**config.mk**
```make
export PLATFORM = sky130hd
export DESIGN_NAME = filter_pipe_flat
export DESIGN_NICKNAME = d
export VERILOG_FILES = /design/src/rtl/filter_pipe_if.sv /design/src/rtl/filter_pipe.sv /design/src/flat_wrapper.sv
export SDC_FILE = /design/constraint.sdc
export NUM_CORES = 1
export LEC_CHECK = 0
export CORE_MARGIN = 3
export CORE_UTILIZATION = 51
export CTS_CLUSTER_DIAMETER = 30
export DETAILED_ROUTE_END_ITERATION = 6
export PLACE_DENSITY = 0.83
export SLEW_MARGIN = 0
export SYNTH_ARGS = -nofsm -noshare
export SYNTH_HDL_FRONTEND = slang
export SYNTH_SLANG_ARGS = --single-unit
```
**constraint.sdc**
```tcl
create_clock -name clk -period 2.7 [get_ports clk]
set_input_delay 0.81 -clock clk [delete_from_list [all_inputs] [get_ports clk]]
set_output_delay 0.81 -clock clk [all_outputs]
set_load 0.01 [all_outputs]
```
**src/rtl/filter_pipe_if.sv**
```systemverilog
// Handshake bundle for filter_pipe: input beat (x), output beat (y) and flush.
// master = the side driving beats in and taking them out, slave = the pipe.
interface filter_pipe_if #(
    parameter int DATA_WIDTH = 16
);
    logic                  io_flush;
    logic [DATA_WIDTH-1:0] io_x_data;
    logic                  io_x_valid;
    logic                  io_x_parity;
    logic                  io_x_ready;
    logic [DATA_WIDTH-1:0] io_y_data;
    logic                  io_y_valid;
    logic                  io_y_parity;
    logic                  io_y_ready;

    modport master (
        output io_flush, io_x_data, io_x_valid, io_x_parity, io_y_ready,
        input  io_x_ready, io_y_data, io_y_valid, io_y_parity
    );

    modport slave (
        input  io_flush, io_x_data, io_x_valid, io_x_parity, io_y_ready,
        output io_x_ready, io_y_data, io_y_valid, io_y_parity
    );
endinterface

```
**src/rtl/filter_pipe.sv**
```systemverilog
// Elastic pipe of STAGES rotate-through-carry stages with valid/ready flow control.
// Define FILTER_PIPE_COUNT_EN to add the 16-bit io_count output-handshake counter.
module filter_pipe_stage #(
    parameter int DATA_WIDTH = 16
) (
    input  logic                  clk,
    input  logic                  reset,
    input  logic                  flush,
    input  logic                  up_valid,
    input  logic [DATA_WIDTH-1:0] up_data,
    input  logic                  up_parity,
    input  logic                  ready,
    input  logic                  dn_ready,
    output logic                  valid,
    output logic [DATA_WIDTH-1:0] data,
    output logic                  parity
);
    always_ff @(posedge clk or negedge reset) begin
        if (!reset) begin
            valid  <= 1'b0;
            data   <= '0;
            parity <= 1'b0;
        end else if (flush) begin
            valid <= 1'b0;
        end else if (up_valid && ready) begin
            data   <= {up_data[DATA_WIDTH-2:0], up_parity};
            parity <= up_data[DATA_WIDTH-1];
            valid  <= 1'b1;
        end else if (valid && dn_ready) begin
            valid <= 1'b0;
        end
    end
endmodule

module filter_pipe #(
    parameter int DATA_WIDTH = 16,
    parameter int STAGES     = 2
) (
    input  logic        clk,
    input  logic        reset,
    filter_pipe_if.slave io
`ifdef FILTER_PIPE_COUNT_EN
    ,
    output logic [15:0] io_count
`endif
);
    // Index 0 is the input port, index k+1 is the register set of stage k.
    logic [STAGES:0][DATA_WIDTH-1:0] dat;
    logic [STAGES:0]                 par;
    logic [STAGES:0]                 vld_pipe;
    logic [STAGES:0]                 rdy;

    assign dat[0]      = io.io_x_data;
    assign par[0]      = io.io_x_parity;
    assign vld_pipe[0] = io.io_x_valid;
    assign rdy[STAGES] = io.io_y_ready;

    for (genvar k = 0; k < STAGES; k++) begin : g_stage
        // Flattened ready chain: a bubble anywhere downstream, or the sink taking, frees stage k.
        assign rdy[k] = io.io_y_ready || !(&vld_pipe[STAGES:k+1]);

        filter_pipe_stage #(.DATA_WIDTH(DATA_WIDTH)) u_stage (
            .clk       (clk),
            .reset     (reset),
            .flush     (io.io_flush),
            .up_valid  (vld_pipe[k]),
            .up_data   (dat[k]),
            .up_parity (par[k]),
            .ready     (rdy[k]),
            .dn_ready  (rdy[k+1]),
            .valid     (vld_pipe[k+1]),
            .data      (dat[k+1]),
            .parity    (par[k+1])
        );
    end

    assign io.io_x_ready  = rdy[0] && !io.io_flush;
    assign io.io_y_valid  = vld_pipe[STAGES];
    assign io.io_y_data   = dat[STAGES];
    assign io.io_y_parity = par[STAGES];

`ifdef FILTER_PIPE_COUNT_EN
    always_ff @(posedge clk or negedge reset) begin
        if (!reset)
            io_count <= '0;
        else if (io.io_flush)
            io_count <= '0;
        else if (io.io_y_valid && io.io_y_ready)
            io_count <= io_count + 16'd1;
    end
`endif
endmodule

```
**src/flat_wrapper.sv**
```systemverilog
// flat-port wrapper written by rule: the top's interface ports become plain ports
module filter_pipe_flat 
#(
    parameter int DATA_WIDTH = 16,
    parameter int STAGES     = 2
)
  (clk, reset, io_io_flush, io_io_x_data, io_io_x_valid, io_io_x_parity, io_io_y_ready, io_io_x_ready, io_io_y_data, io_io_y_valid, io_io_y_parity);
  filter_pipe_if #(.DATA_WIDTH(DATA_WIDTH)) io_i ();
  input  logic clk;
  input  logic reset;
  input wire logic [$bits(io_i.io_flush)-1:0] io_io_flush;
  input wire logic [$bits(io_i.io_x_data)-1:0] io_io_x_data;
  input wire logic [$bits(io_i.io_x_valid)-1:0] io_io_x_valid;
  input wire logic [$bits(io_i.io_x_parity)-1:0] io_io_x_parity;
  input wire logic [$bits(io_i.io_y_ready)-1:0] io_io_y_ready;
  output wire logic [$bits(io_i.io_x_ready)-1:0] io_io_x_ready;
  output wire logic [$bits(io_i.io_y_data)-1:0] io_io_y_data;
  output wire logic [$bits(io_i.io_y_valid)-1:0] io_io_y_valid;
  output wire logic [$bits(io_i.io_y_parity)-1:0] io_io_y_parity;
  assign io_i.io_flush = io_io_flush;
  assign io_i.io_x_data = io_io_x_data;
  assign io_i.io_x_valid = io_io_x_valid;
  assign io_i.io_x_parity = io_io_x_parity;
  assign io_i.io_y_ready = io_io_y_ready;
  assign io_io_x_ready = io_i.io_x_ready;
  assign io_io_y_data = io_i.io_y_data;
  assign io_io_y_valid = io_i.io_y_valid;
  assign io_io_y_parity = io_i.io_y_parity;
  filter_pipe #(.DATA_WIDTH(DATA_WIDTH), .STAGES(STAGES)) u_core (.clk(clk), .reset(reset), .io(io_i));
endmodule
```
==> impl_metrics.tcl <==
set metrics [dict create \
    status "completed" \
    worst_slew_pin_slew_ps 774 \
    synth-seq-cells 36 \
    port_buffers 40 \
    dp_hpwl_mm 1.85 \
    r2r-end "u_core.g_stage[0].u_stage.data[7]$_DFFE_PN0P_" \
    rsz0062_at_grt "false" \
    endpoint_kind "output port" \
    grt_pass1_vias 934 \
    diodes 0 \
    worst-path-max-fanout 2 \
    setup.worst_path.start "io_io_y_ready" \
    design.die.area_um2 3670 \
    synth_top_family_by_area "multiplexers" \
    yosys.area_share.simple_pct 2.80 \
    post-route-min-period_ps 2620 \
    fp.dieW_um 60.6 \
    coreArea_um2 2810 \
    max_freq_mhz 382 \
    fp-row-count 19 \
    arrival_ps 1810 \
    synth_compound_area_share_pct 0.329 \
    ir_drop_mv 0.421 \
    worstSetupPathType "input port to output port" \
    synth_area_per_cell_um2 15.5 \
    synth.net_count 120 \
    drt_drc_violations_left 0 \
    cts_buffer_depth 2 \
    syn2layout_area_growth_pct 24.8 \
    yosys_warnings 0 \
    rr_startpoint "u_core.g_stage[0].u_stage.valid$_DFFE_PN0P_" \
    postCtsSetupBuffers 0 \
    grt_overflow 0 \
    synthCells 98 \
    antenna_found_initial 0 \
    holdCritPathClass "flop to flop" \
    grt_max_degree 37 \
    hp-start "u_core.g_stage[1].u_stage.data[11]$_DFFE_PN0P_" \
    reg2reg_depth 5 \
    wire_per_inst_um 15.4 \
    slowest_delay_ps 460 \
    clock_sink_count 36 \
    crit_chain "clkdlybuf4s50_1, and3b_1, nor2_1, dlygate4sd2_1" \
    nets 154 \
    slew_headroom_pct 48.4 \
    instances_no_fill 163 \
    cts_hold_buf 0 \
    drtIter0Drc 32 \
    dp_cells 156 \
    critical-path-slowest-cell "clkdlybuf4s50_1" \
    slew_violations 0 \
    period_share_pct 96.9 \
    synth_area_leaders "dfrtp_1, mux2_2, mux2_4, buf_4, buf_6" \
    fin_setup_tns_ps 0 \
    start_kind "input port" \
    syn_area_um2 1520 \
    p_leak_uw 0.000858 \
    routed_wl_mm 2.51 \
    htree_levels 2 \
    dr.pass1.iters 2 \
    grt_use_total_pct 16.5 \
    vias 844 \
    cp.required_ps 1890 \
    synth.distinct_cells 13 \
    cp-endpoint "io_io_x_ready" \
    p_per_area_nw_per_um2 722 \
    synth-adder-area-share_pct 0 \
    synth_top_area_share_pct 59.3 \
    path_depth 4 \
    synthMuxAreaShare_pct 27.7 \
    crit_family "buffers and inverters" \
    cts_tree "done" \
    numCtsBuffers 5 \
    clkLatencyLatePin_ps 320 \
    rrSetupSlack_ps 950 \
    synth-xor-area-share_pct 0 \
    ys_seq_area_share_pct 59.3 \
    drive_gt1_share_pct 35.6 \
    start_util_pct 54.2 \
    critPathBufInv 2 \
    vias_per_cell 5.18 \
    p_total_uw 1370 \
    postRouteAntennaNets 0 \
    cts.clk_slew.worst_paths_ps 100 \
    die_y_um 60.6 \
    clock_skew_ps 4.48 \
    cap_violations 0 \
    hold_viol 0 \
    grt_pass1_wl_mm 4.30 \
    synth_top_area_cell "dfrtp_1" \
    gp_congestion 0.648 \
    root_buffer "clkbuf_4" \
    fin_hold_ws_ps 513 \
    ctsResizeCount 1 \
    ios 41 \
    finalSetupViolCount 0 \
]
[synthesized netlist by cell type (all sizes together)]
cell	count
nand2b	1
mux2	34
nand3b	1
nor2	3
dfrtp	36
inv	1
a21oi	1
buf	19
and3b	1
or3b	1
[worst min path at each step]
stage	to	slack (ps)	cells past startpoint
floorplan	u_core.g_stage[1].u_stage.data[0]$_DFFE_PN0P_	470	1
global placement	u_core.g_stage[1].u_stage.data[1]$_DFFE_PN0P_	480	1
detailed placement	u_core.g_stage[0].u_stage.data[4]$_DFFE_PN0P_	490	1
CTS	u_core.g_stage[0].u_stage.data[15]$_DFFE_PN0P_	510	1
global route	u_core.g_stage[1].u_stage.data[11]$_DFFE_PN0P_	530	1
finish	u_core.g_stage[1].u_stage.data[11]$_DFFE_PN0P_	510	1
[area by class of cell]
class	instances	area (um^2)
Clock inverter	1	5.00
Inverter	1	3.75
Sequential cell	36	901
Multi-Input combinational cell	42	468
Fill cell	231	908
Tap cell	31	38.8
Timing Repair Buffer	46	439
Clock buffer	6	41.3
[report_power, final]
part           internal, uW  switching (uW)
registers               658            61.8
logic                   269             129
clock network          95.9             157
total                  1020             347
[per-layer routing]
metal	wire length (um)	part of all wire [%]	GRT usage (%)
met5	0	0	0
met4	45	1.8	6.50
met3	180	7.2	5.74
met2	1230	49	27.0
met1	1050	42	20.0
[sequential cells by signal (all words and copies together), names as in the netlist]
signal	flops
u_core.g_stage.u_stage.valid	2
u_core.g_stage.u_stage.parity	2
u_core.g_stage.u_stage.data	32
[cell families (layout without fill, tap and decap cells)]
family	Yosys count	in the layout
DFF	36	36
muxes	34	34
buffers and inverters	20	54
and+or+nand+nor	7	7
AOI/OAI and AO/OA	1	1
[placed cells by master (no fill, tap or decap)]
master            n
nand2b_1          1
dfrtp_1          36
nor2_1            3
buf_2             1
dlygate4sd2_1     1
clkbuf_4          5
and3b_1           1
or3b_1            1
inv_1             1
mux2_2           24
clkinv_2          1
clkdlybuf4s50_1  38
mux2_4           10
buf_4             6
clkbuf_1          1
a21oi_1           1
nand3b_1          1
[through the flow]
step                      worst slack (ps)  instance area [um^2]  utilization, %
after floorplan                        662                  1520               -
after global placement                -183                  1850            66.0
after detailed placement              -186                  1850            66.0
after CTS                             75.9                  1900            67.6
after global routing                  1.34                  1900            67.6
final                                 82.8                  1900            67.6
No activity file was read; power rests on OpenSTA's default activity.
